<file path="src/rtl/memory_game_ctrl.sv">
// Game-logic controller for the 20-card memory game.
// Conditions the three push buttons, owns the cursor, runs the flip/compare
// sequence and publishes the per-card flags, score and win status that the
// VGA renderer draws every frame.
//
// state      | meaning
// -----------+-----------------------------------------------------------
// ST_FIRST   | waiting for the first card of a pair to be selected
// ST_SECOND  | one card face-up, waiting for a different valid card
// ST_COMPARE | single cycle: compare pair ids, score the attempt
// ST_HIDE    | mismatched pair stays face-up until the hide timer expires
// ST_WON     | all pairs matched; selects ignored until reset

module memory_game_ctrl #(
    parameter int DEBOUNCE_CYCLES = 250000,
    parameter int HIDE_DELAY      = 25000000
) (
    input  logic         clock_25M,
    input  logic         reset_n,
    input  logic         move_x,
    input  logic         move_y,
    input  logic         select,
    input  logic [99:0]  card_order,
    output logic [4:0]   cursor_pos,
    output logic [19:0]  card_revealed,
    output logic [19:0]  card_matched,
    output logic [3:0]   pairs_found,
    output logic [7:0]   attempts,
    output logic         game_won
);

    localparam int DB_W = (DEBOUNCE_CYCLES > 1) ? $clog2(DEBOUNCE_CYCLES) : 1;
    localparam int HD_W = (HIDE_DELAY > 1) ? $clog2(HIDE_DELAY) : 1;
    localparam logic [DB_W-1:0] DB_LAST   = DB_W'(DEBOUNCE_CYCLES - 1);
    localparam logic [HD_W-1:0] HIDE_LOAD = HD_W'(HIDE_DELAY - 1);

    typedef enum logic [2:0] {
        ST_FIRST   = 3'd0,
        ST_SECOND  = 3'd1,
        ST_COMPARE = 3'd2,
        ST_HIDE    = 3'd3,
        ST_WON     = 3'd4
    } state_t;

    // Button bit order throughout: [0] move_x, [1] move_y, [2] select.
    logic [2:0]      w_btn;
    logic [2:0]      r_sync_a;
    logic [2:0]      r_sync_b;
    logic [2:0]      r_deb;
    logic [2:0]      r_deb_d;
    logic [DB_W-1:0] r_db_cnt [3];
    logic [2:0]      w_press;

    state_t          r_state;
    state_t          w_next_state;

    logic [4:0]      r_cursor;
    logic [4:0]      r_first;
    logic [4:0]      r_second;
    logic [19:0]     r_revealed;
    logic [19:0]     r_matched;
    logic [3:0]      r_pairs;
    logic [7:0]      r_attempts;
    logic            r_game_won;
    logic [HD_W-1:0] r_hide_cnt;

    logic [4:0]      w_cur_after_y;
    logic [4:0]      w_cur_next;
    logic            w_sel_ok;
    logic            w_pair_eq;
    logic            w_do_first;
    logic            w_do_second;
    logic            w_do_match;
    logic            w_do_mismatch;
    logic            w_hide_done;

    // Pair id of every position; entries past 19 are never addressed but keep
    // the 5-bit index in range. The id LSB only distinguishes the two cards
    // of a pair and plays no part in matching.
    logic [3:0]      w_pair_id [32];
    logic [19:0]     w_unused_id_lsb;

    assign w_btn = {select, move_y, move_x};

    // Two-flop synchroniser plus per-button stability counter; the debounced
    // level only follows after DEBOUNCE_CYCLES consecutive differing samples.
    always_ff @(posedge clock_25M or negedge reset_n) begin
        if (!reset_n) begin
            r_sync_a <= 3'b111;
            r_sync_b <= 3'b111;
            r_deb    <= 3'b111;
            r_deb_d  <= 3'b111;
            for (int i = 0; i < 3; i++) begin
                r_db_cnt[i] <= '0;
            end
        end else begin
            r_sync_a <= w_btn;
            r_sync_b <= r_sync_a;
            r_deb_d  <= r_deb;
            for (int i = 0; i < 3; i++) begin
                if (r_sync_b[i] == r_deb[i]) begin
                    r_db_cnt[i] <= '0;
                end else if (r_db_cnt[i] == DB_LAST) begin
                    r_db_cnt[i] <= '0;
                    r_deb[i]    <= r_sync_b[i];
                end else begin
                    r_db_cnt[i] <= r_db_cnt[i] + DB_W'(1);
                end
            end
        end
    end

    // A press is the single cycle after the debounced level falls.
    assign w_press = r_deb_d & ~r_deb;

    function automatic logic [4:0] step_y(input logic [4:0] p);
        return (p[1:0] == 2'd3) ? (p - 5'd3) : (p + 5'd1);
    endfunction

    function automatic logic [4:0] step_x(input logic [4:0] p);
        return (p < 5'd4) ? (p + 5'd16) : (p - 5'd4);
    endfunction

    assign w_cur_after_y = w_press[1] ? step_y(r_cursor) : r_cursor;
    assign w_cur_next    = w_press[0] ? step_x(w_cur_after_y) : w_cur_after_y;

    // Cursor moves in every state, row step first then column step.
    always_ff @(posedge clock_25M or negedge reset_n) begin
        if (!reset_n) begin
            r_cursor <= '0;
        end else begin
            r_cursor <= w_cur_next;
        end
    end

    genvar g;
    generate
        for (g = 0; g < 32; g++) begin : g_pair_id
            if (g < 20) begin : g_card
                assign w_pair_id[g]       = card_order[5*g+1 +: 4];
                assign w_unused_id_lsb[g] = card_order[5*g];
            end else begin : g_pad
                assign w_pair_id[g] = '0;
            end
        end
    endgenerate

    // Select acts on the cursor as it was before any move in the same cycle.
    assign w_sel_ok  = w_press[2] & ~r_revealed[r_cursor] & ~r_matched[r_cursor];
    assign w_pair_eq = (w_pair_id[r_first] == w_pair_id[r_second]);

    // State register.
    always_ff @(posedge clock_25M or negedge reset_n) begin
        if (!reset_n) begin
            r_state <= ST_FIRST;
        end else begin
            r_state <= w_next_state;
        end
    end

    // Next-state decode and datapath strobes.
    always_comb begin
        w_next_state  = r_state;
        w_do_first    = 1'b0;
        w_do_second   = 1'b0;
        w_do_match    = 1'b0;
        w_do_mismatch = 1'b0;
        w_hide_done   = 1'b0;
        case (r_state)
            ST_FIRST: begin
                if (w_sel_ok) begin
                    w_do_first   = 1'b1;
                    w_next_state = ST_SECOND;
                end
            end
            ST_SECOND: begin
                // The first card is already revealed, so re-selecting it fails w_sel_ok.
                if (w_sel_ok) begin
                    w_do_second  = 1'b1;
                    w_next_state = ST_COMPARE;
                end
            end
            ST_COMPARE: begin
                if (w_pair_eq) begin
                    w_do_match   = 1'b1;
                    w_next_state = (r_pairs == 4'd9) ? ST_WON : ST_FIRST;
                end else begin
                    w_do_mismatch = 1'b1;
                    w_next_state  = ST_HIDE;
                end
            end
            ST_HIDE: begin
                if (r_hide_cnt == '0) begin
                    w_hide_done  = 1'b1;
                    w_next_state = ST_FIRST;
                end
            end
            ST_WON: begin
                w_next_state = ST_WON;
            end
            default: begin
                w_next_state = ST_FIRST;
            end
        endcase
    end

    // Card flags, score, hide timer and latched positions.
    always_ff @(posedge clock_25M or negedge reset_n) begin
        if (!reset_n) begin
            r_first    <= '0;
            r_second   <= '0;
            r_revealed <= '0;
            r_matched  <= '0;
            r_pairs    <= '0;
            r_attempts <= '0;
            r_game_won <= 1'b0;
            r_hide_cnt <= '0;
        end else begin
            if (w_do_first) begin
                r_revealed[r_cursor] <= 1'b1;
                r_first              <= r_cursor;
            end
            if (w_do_second) begin
                r_revealed[r_cursor] <= 1'b1;
                r_second             <= r_cursor;
            end
            if (w_do_match || w_do_mismatch) begin
                if (r_attempts != 8'hFF) begin
                    r_attempts <= r_attempts + 8'd1;
                end
            end
            if (w_do_match) begin
                r_matched[r_first]   <= 1'b1;
                r_matched[r_second]  <= 1'b1;
                r_revealed[r_first]  <= 1'b0;
                r_revealed[r_second] <= 1'b0;
                r_pairs              <= r_pairs + 4'd1;
                if (r_pairs == 4'd9) begin
                    r_game_won <= 1'b1;
                end
            end
            if (w_do_mismatch) begin
                r_hide_cnt <= HIDE_LOAD;
            end
            if (r_state == ST_HIDE) begin
                if (w_hide_done) begin
                    r_revealed[r_first]  <= 1'b0;
                    r_revealed[r_second] <= 1'b0;
                end else begin
                    r_hide_cnt <= r_hide_cnt - HD_W'(1);
                end
            end
        end
    end

    assign cursor_pos    = r_cursor;
    assign card_revealed = r_revealed;
    assign card_matched  = r_matched;
    assign pairs_found   = r_pairs;
    assign attempts      = r_attempts;
    assign game_won      = r_game_won;

endmodule

</file>
<file path="config.mk">
export PLATFORM = sky130hd
export DESIGN_NAME = memory_game_ctrl
export DESIGN_NICKNAME = d
export VERILOG_FILES = /design/src/rtl/memory_game_ctrl.sv
export SDC_FILE = /design/constraint.sdc
export NUM_CORES = 1
export LEC_CHECK = 0
export CAP_MARGIN = 25
export CORE_MARGIN = 2
export CORE_UTILIZATION = 35
export CTS_CLUSTER_DIAMETER = 200
export DETAILED_ROUTE_END_ITERATION = 6
export GPL_TIMING_DRIVEN = 1
export SETUP_SLACK_MARGIN = 0.1
export SLEW_MARGIN = 5
export SYNTH_ARGS = -nofsm -noshare
export SYNTH_HDL_FRONTEND = slang
export SYNTH_SLANG_ARGS = --single-unit
export TNS_END_PERCENT = 20
</file>
<file path="constraint.sdc">
create_clock -name clock_25M -period 6.35 [get_ports clock_25M]
set_input_delay 1.27 -clock clock_25M [delete_from_list [all_inputs] [get_ports clock_25M]]
set_output_delay 1.27 -clock clock_25M [all_outputs]
set_load 0.1 [all_outputs]
</file>
## Yosys cells after proc, flatten, opt, wreduce, memory -nomap -nowiden

Index checks and enable logic that the tools add are counted.

| cells by class | value |
|---|---|
| bitwise gates (word level) | 21 |
| divide/modulo/power cells | 0 |
| magnitude comparators | 9 |
| eq/ne operators | 17 |
| multiply operators | 0 |
| shift-type cells | 0 |
| reductions and logical operators | 12 |
| add/subtract/negate cells | 10 |
| mux-type cells | 49 |

Operators by type and width:

| operator | number |
|---|---|
| two-way mux 18 bit | 6 |
| two-way mux 20 bit | 5 |
| bitwise AND 20 bit | 4 |
| bitwise OR 20 bit | 4 |
| two-way mux 25 bit | 3 |
| adder 18 x 1 -> 18 bit (second input constant) | 3 |
| == test 18 bit (second input constant) | 3 |
| binary-select mux 4 bit (select 5 bit) | 2 |
| inverter 20 bit | 2 |
| zero test 25 bit | 1 |
| subtractor 25 x 1 -> 25 bit (second input constant) | 1 |
| two-way mux 5 bit | 4 |
| less-than comparator 5 x 6 -> 1 bit (second input constant) | 3 |
| two-way mux 4 bit | 4 |
| demux 1 bit (select 5 bit) | 3 |
| >= comparator 5 x 1 -> 1 bit (second input constant) | 3 |
| two-way mux 3 bit | 5 |
| one-hot mux 3 bit (5 select lines) | 1 |
| two-way mux 1 bit | 14 |
| >= comparator 6 bit (second input constant) | 2 |
| inverter 5 -> 6 bit | 2 |
| binary-select mux 1 bit (select 5 bit) | 2 |
| AND reduction 2 bit | 5 |
| adder 8 x 1 -> 8 bit (second input constant) | 1 |
| 23 further kinds | 35 |

| storage, ports and cells | value |
|---|---|
| bits in latches | 0 |
| bits in read-only memories | 0 |
| RAM bits | 0 |
| memories kept | 0 |
| output and inout bits | 58 |
| input bits | 105 |
| flip-flop bits (word level) | 162 |

## Longest topological paths before layout

Gate-level depths: netlist (run 1).

| depth | value |
|---|---|
| depth after elaboration | 17 |
| mapped depth | 10 |
| depth with buffers taken out | 10 |

## Worst setup path after synthesis (run 1)

Ideal clock, no wire load.

| path | value |
|---|---|
| kind | input -> register |
| start | input card_order[6] |
| end | register r_revealed[18], in the netlist card_revealed[18] |
| arrival time | 3.177 ns |
| setup time | 0.132 ns |
| path slack | 3.041 ns |
| path buffers | 1 |
| cell stages on the path | 8 |
| path through | mux4_1 > a22o_1 > a31oi_2 > a211oi_1 > nand4b_4 > nor4_4 > buf_6 > a21boi_1 |

| on the way | value |
|---|---|
| word-level cells in the longest chain between the ends | 11 |
| elaborated cells on any way between the ends | 14 |

Ends and longest elaborated chain:

| item | line | RTL |
|---|---|---|
| start: declaration | 23 | `input logic [99:0] card_order,` |
| binary-select mux 4 bit (select 5 bit) | 150 | `assign w_pair_eq = (w_pair_id[r_first] == w_pair_id[r_second]);` |
| two-way mux 4 bit (not written as such) (2 in series) | 150 |  |
| == test 4 bit (*) | 150 |  |
| two-way mux 1 bit (*) | 184 | `if (w_pair_eq) begin` |
| two-way mux 1 bit (*) | 169 | `case (r_state)` |
| two-way mux 20 bit (*) | 232 | `if (w_do_match) begin` |
| bitwise AND 20 bit (no line) (2 in series) | n/a |  |
| two-way mux 20 bit | 246 | `if (w_hide_done) begin` |
| two-way mux 20 bit (*) | 245 | `if (r_state == ST_HIDE) begin` |
| end signal: indexed assignment | 236 | `r_revealed[r_second] <= 1'b0;` |
| end signal: indexed assignment | 247 | `r_revealed[r_first] <= 1'b0;` |
| end signal: indexed assignment | 248 | `r_revealed[r_second] <= 1'b0;` |
| end: declaration | 60 | `logic [19:0] r_revealed;` |

Mark *: on every way between the ends. The rest lies on a longest branch, timed or not. The select of a mux whose other input is x is not followed.
A chain may end at the register's enable or synchronous reset.

## Final worst setup path (run 1)

| path | value |
|---|---|
| start | input card_order[53] |
| end | register r_pairs[1], in the netlist pairs_found[1] |

| on the way | value |
|---|---|
| word-level cells in the longest chain between the ends | 6 |
| elaborated cells on any way between the ends | 9 |

Ends and longest elaborated chain:

| item | line | RTL |
|---|---|---|
| binary-select mux 4 bit (select 5 bit) | 150 |  |
| two-way mux 4 bit (not written as such) (2 in series) | 150 |  |
| == test 4 bit (*) | 150 |  |
| two-way mux 1 bit (*) | 184 |  |
| two-way mux 1 bit (*) | 169 |  |
| end signal: assignment | 237 | `r_pairs <= r_pairs + 4'd1;` |
| end: declaration | 62 | `logic [3:0] r_pairs;` |

Marks and branches as above.

==> flow_summary.toml, run 1 <==
[run_status]
outcome = "finished clean"

[drt]
routedWlPerCell_um = 17.9
ant_nets = 0
drt-total-wl_um = 25700
vias = 7916
detailedRoute.firstIterationViolations = 557
drt_first_pass_iters = 5
drc = 0
via_per_inst = 5.51

[critical_path]
cp-start-kind = "input pin"
critPathArrivalTime_ps = 4060
ff2ff_path_depth = 8
crit_cells = 9
cp_top_family = "buffers and inverters"
cp.required_ps = 6690
critPathMaxFanout = 44
crit_slowest_cell = "mux4_2"
crit_buf_inv = 2
path_cells = "clkdlybuf4s50_1, mux4_2, a22oi_1, o31ai_1, o211ai_1, nand4b_4, nor4_4, buf_4, mux2i_1"
crit_type = "input pin to flop"
slowest_delay_ps = 470
end_kind = "flop"

[power]
leakagePower_uw = 0.00482
finalPower_uw = 2320
powerDensity_nw_per_um2 = 197
vdd_drop_max_mv = 0.185

[worst_hold_path]
hold_path.class = "flop to flop"
hold_path_depth = 0

[sta]
setup_viol = 0
tightest_slew_ps = 1090
rsz0062_at_grt = "false"
tns_ps = 0
finalHoldViolations = 0
whs_ps = 356
min_period_over_period = 0.585
fin_ws_ps = 2630
finalClockSkew_ps = 10.4
slew_violations = 0
fin_crit_ps = 3720
relSlewSlack = 0.273
fmax_mhz = 269

[clock_network]
clkSinkCount = 162
cts.path.max_buffers = 2
htree_levels = 4
root_buffer = "clkbuf_16"
post_cts_buffers = 0
cts_hold_buf = 0
cts-buffers-inserted = 17
cts_tree = "done"
insertion_delay_ps = 430
clkTransAtPathRegs_ps = 60
cts-resized-gates = 0

[yosys]
synth_common_cells = "dfrtp_1, nor2_1, a21oi_1"
synthTopCellsByArea = "dfrtp_1, nor2_1, mux2i_1"
yosys_warnings = 0
ys_ff_latch = 162
synthArstFlopShare = 1.00
synth_top_cell_area_share = 0.398
synth_ff_type = "dfrtp_1"
netlist_instances = 957
yosysUniqueCellTypes = 67
synth_area_per_cell_um2 = 9.86
yosys.cell_count.top_type = "dfrtp_1"
synth_top_area_cell = "dfrtp_1"
synth-edff-count = 0
seq_area_frac_synth = 0.431
syn_nets = 1075
synth_area_um2 = 9440

[global_route]
antenna_found_initial = 0
grtUsageMet2 = 0.304
gr-usage-met1 = 0.241
grtUsageMet3 = 0.0461
overflow = 0
track_usage = 0.184
grt_pass1_vias = 7718
grt_pass1_wl_um = 41700
grt_max_degree = 110
busiest_layer = "met2"

[die]
core_area_um2 = 26700
rows = 60
die_area_um2 = 28300
pin_count = 163
start_util = 0.353
fp.dieW_um = 168
die_h_um = 168

[place]
dp_slack_ps = 2180
detailed_place_hpwl_um = 18300
io_buffers = 142
dp.cells = 1402
routabilityCongestion = 0.878

[cells_and_area]
n_antenna_cell = 0
drive_gt1_frac = 0.0959
multi_input_area_um2 = 5070
finalNonFillerCells = 1436
fill_cells = 2603
finish.net_count = 1200
regArea_um2 = 4070
area_delta_synth_final_pct = 25.0

[run]
drv_cap = 0
kinds of logic (layout without fill, tap and decap cells):
logic type	Yosys count	count (layout)	share of synthesized area
AOI/OAI and AO/OA	210	210	0.149
DFF	162	162	0.431
xor gates and xnor gates	73	73	0.0677
and+or+nand+nor	360	360	0.192
buffers and inverters	62	200	0.0335
muxes	77	77	0.109
adders and majority gates	13	13	0.0172
per-stage QoR:
stage                util  area [um^2]
floorplan               -         9440
global placement    0.415        11100
detailed placement  0.416        11100
CTS                 0.440        11800
global route        0.441        11800
finish              0.441        11800
worst reg2reg max path, stage by stage, from the launching register on:
cell and delay, ps:
dfrtp_1 890, mux4_2 610, a22oi_1 310, o31ai_1 160
o211ai_1 300, nand4b_4 190, nor4_4 230, buf_4 450
mux2i_1 260
final cells by class:
| type | count | share of cell area |
|---|---|---|
| tap | 341 | 0.0362 |
| inverter | 17 | 0.00541 |
| sequential | 162 | 0.345 |
| clock buffer | 19 | 0.0367 |
| multi-input combinational | 733 | 0.429 |
| clock inverter | 13 | 0.0175 |
| timing repair buffer | 151 | 0.130 |
report_power, final:
part | total [uW] | internal (uW) | leakage [uW] | switching, uW
combinational | 147 | 74.5 | 0.00248 | 72.6
sequential | 1050 | 1040 | 0.00203 | 6.92
clock | 1120 | 699 | 0.000308 | 424
metal layers:
metal | part of all wire | vias up
li1 | - | 3761
met1 | 0.46 | 3896
met2 | 0.46 | 230
met3 | 0.066 | 29
met4 | 0.014 | 0
met5 | 0 | -
worst paths after layout:
path,startpoint,endpoint,slack [ps]
setup / recovery,card_order[53],pairs_found[1]$_DFFE_PN0N_,2630
hold / removal,r_sync_a[0]$_DFF_PN1_,r_sync_b[0]$_DFF_PN1_,360
setup reg to reg,r_second[0]$_DFFE_PN0N_,pairs_found[1]$_DFFE_PN0N_,2880
hold reg to reg,r_sync_a[0]$_DFF_PN1_,r_sync_b[0]$_DFF_PN1_,360
max in group asynchronous,reset_n,r_first[1]$_DFFE_PN0N_,4420
min in group asynchronous,reset_n,r_db_cnt[14]$_DFF_PN0_,780
placed cells by master (no fill, tap or decap), types with 5 or more instances in the layout:
| cell type | n |
|---|---|
| and3_1 | 13 |
| nand3_1 | 49 |
| ha_1 | 13 |
| mux4_2 | 18 |
| o31ai_1 | 10 |
| nand2b_1 | 12 |
| nand4_1 | 11 |
| mux2_2 | 13 |
| nor4_1 | 14 |
| nor2_1 | 134 |
| buf_4 | 6 |
| a211o_1 | 19 |
| nor2b_1 | 12 |
| a31o_2 | 6 |
| bufinv_16 | 5 |
| or3_1 | 8 |
| a21oi_1 | 55 |
| xor2_1 | 37 |
| nand2_1 | 46 |
| a22o_1 | 6 |
| a21o_1 | 21 |
| o21ai_0 | 19 |
| nor3b_1 | 5 |
| clkbuf_16 | 17 |
| a22oi_1 | 10 |
| nor3_1 | 22 |
| mux2i_1 | 45 |
| inv_1 | 14 |
| a211oi_1 | 12 |
| xnor2_1 | 36 |
| o22ai_1 | 31 |
| clkdlybuf4s50_1 | 141 |
| dfrtp_1 | 148 |
| dfstp_2 | 12 |
sequential cells by signal, indices dropped and copies added, names as in the netlist, 4 cells and up:
| register | flops |
|---|---|
| attempts | 8 |
| card_matched | 20 |
| card_revealed | 20 |
| cursor_pos | 5 |
| pairs_found | 4 |
| r_db_cnt | 54 |
| r_first | 5 |
| r_hide_cnt | 25 |
| r_second | 5 |
Note: power is estimated with default switching activity, not from simulation.
==> run 2, diff against run 1 <==
Clock period 6.35 ns to 3.1 ns, I/O delays scaled along.
==> flow_summary.toml, run 2 (same netlist as run 1, synthesis figures left out) <==
[critical_path]
cp_top_family = "compound AO/OA/AOI/OAI gates"
cp-start-kind = "flop"
end_kind = "flop"
crit_end = "card_revealed[2]$_DFF_PN0_"
crit_cells = 9
cp-startpoint = "r_second[0]$_DFFE_PN0N_"
critPathArrivalTime_ps = 3140
crit_type = "flop to flop"
cp.required_ps = 3400
path_common_cell = "buf_12"
r2r_start = "r_second[0]$_DFFE_PN0N_"
ff2ff_path_depth = 9
path_cells = "buf_12, mux4_2, a22oi_1, o31ai_1, o211ai_1, nand4b_4, nor4_4, buf_12, a21oi_1"
crit_slowest_cell = "mux4_2"
slowest_delay_ps = 510
reg2reg_to = "card_revealed[2]$_DFF_PN0_"
crit_buf_inv = 2
rrSetupSlack_ps = 260
critPathMaxFanout = 42

[drt]
routedWlPerCell_um = 17.5
drt_first_pass_iters = 5
drt-total-wl_um = 25800
ant_nets = 0
drc = 0
vias = 7915
detailedRoute.firstIterationViolations = 575
via_per_inst = 5.38

[sta]
finalClockSkew_ps = 12.6
setup_viol = 0
slew_violations = 0
fmax_mhz = 352
min_period_over_period = 0.916
tightest_slew_ps = 944
tns_ps = 0
relSlewSlack = 0.368
fin_crit_ps = 2840
rsz0062_at_grt = "false"
whs_ps = 122
finalHoldViolations = 0

[place]
routabilityCongestion = 0.878
detailed_place_hpwl_um = 19000
io_buffers = 142

[power]
powerDensity_nw_per_um2 = 397
leakagePower_uw = 0.00507
vdd_drop_max_mv = 0.450
finalPower_uw = 4740

[clock_network]
insertion_delay_ps = 440
root_buffer = "clkbuf_16"
cts_hold_buf = 0
cts-buffers-inserted = 17
clkTransAtPathRegs_ps = 60
htree_levels = 4
cts.path.max_buffers = 2
clkSinkCount = 162
cts_tree = "done"

[die]
core_area_um2 = 26700
fp.dieW_um = 168
die_area_um2 = 28300
pin_count = 163
start_util = 0.353
die_h_um = 168
rows = 60

[cells_and_area]
drive_gt1_frac = 0.180
finish.net_count = 1234
utilization = 0.447
layout_commonest_cell = "dfrtp_1"
largest_reg_flops = 54
final_cell_mix = "dfrtp_1, nor2_1, buf_4, clkdlybuf4s50_1, a21oi_1"
top_register = "r_db_cnt"
area_delta_synth_final_pct = 26.5
n_antenna_cell = 0
reg_top3 = "r_db_cnt: 54 flops, r_hide_cnt: 25 flops"

[global_route]
track_usage = 0.186
antenna_found_initial = 0
grt_pass1_wl_um = 42100
grt_max_degree = 61
grt_pass1_vias = 7886
overflow = 0

[run]
drv_cap = 0

[run_status]
outcome = "finished clean"

[worst_hold_path]
hold_path.class = "input pin to async pin"
-- run 2: area by class of cell --
| type | instances | area (um^2) |
|---|---|---|
| clock buffer | 20 | 457 |
| tap | 341 | 427 |
| sequential | 162 | 4080 |
| clock inverter | 12 | 179 |
| multi-input combinational | 733 | 5070 |
| inverter | 17 | 63.8 |
| timing repair buffer | 185 | 1680 |
| fill | 2576 | 14800 |
-- run 2: per-stage QoR --
| stage | cells | cell area, um^2 | setup WS, ps |
|---|---|---|---|
| floorplan | 957 | 9440 | 262 |
| global placement | 1436 | 11300 | -124 |
| detailed placement | 1436 | 11300 | -142 |
| CTS | 1468 | 11900 | 203 |
| global route | 1470 | 11900 | 130 |
| finish | 1470 | 11900 | 260 |
-- run 2: timing repair --
action / CTS / global route
gates cloned: 0 / 0
endpoints found under the setup margin: 20 / 8
gates resized for setup: 1 / 1
setup buffers: 0 / 2
-- run 2: where the power goes --
part	internal, uW	switching [uW]	leakage (uW)
Clock	1390	887	0.000303
Combinational	159	152	0.00274
Sequential	2130	14.0	0.00202
Total	3690	1050	0.00507
-- run 2: how the worst min path moves through the flow --
stage | endpoint | start | cells after the start
after floorplan | attempts[0]$_DFFE_PN0P_ | reset_n | 0
after global placement | r_sync_b[2]$_DFF_PN1_ | r_sync_a[2]$_DFF_PN1_ | 0
after detailed placement | r_sync_b[1]$_DFF_PN1_ | r_sync_a[1]$_DFF_PN1_ | 0
after CTS | r_db_cnt[0]$_DFF_PN0_ | reset_n | 1
after global routing | r_db_cnt[17]$_DFF_PN0_ | reset_n | 1
final | r_db_cnt[17]$_DFF_PN0_ | reset_n | 1
-- run 2: layer usage --
layer,share of wire,track usage
met5,0,0
met4,0.016,0.0551
met3,0.059,0.0393
met2,0.45,0.295
met1,0.47,0.256
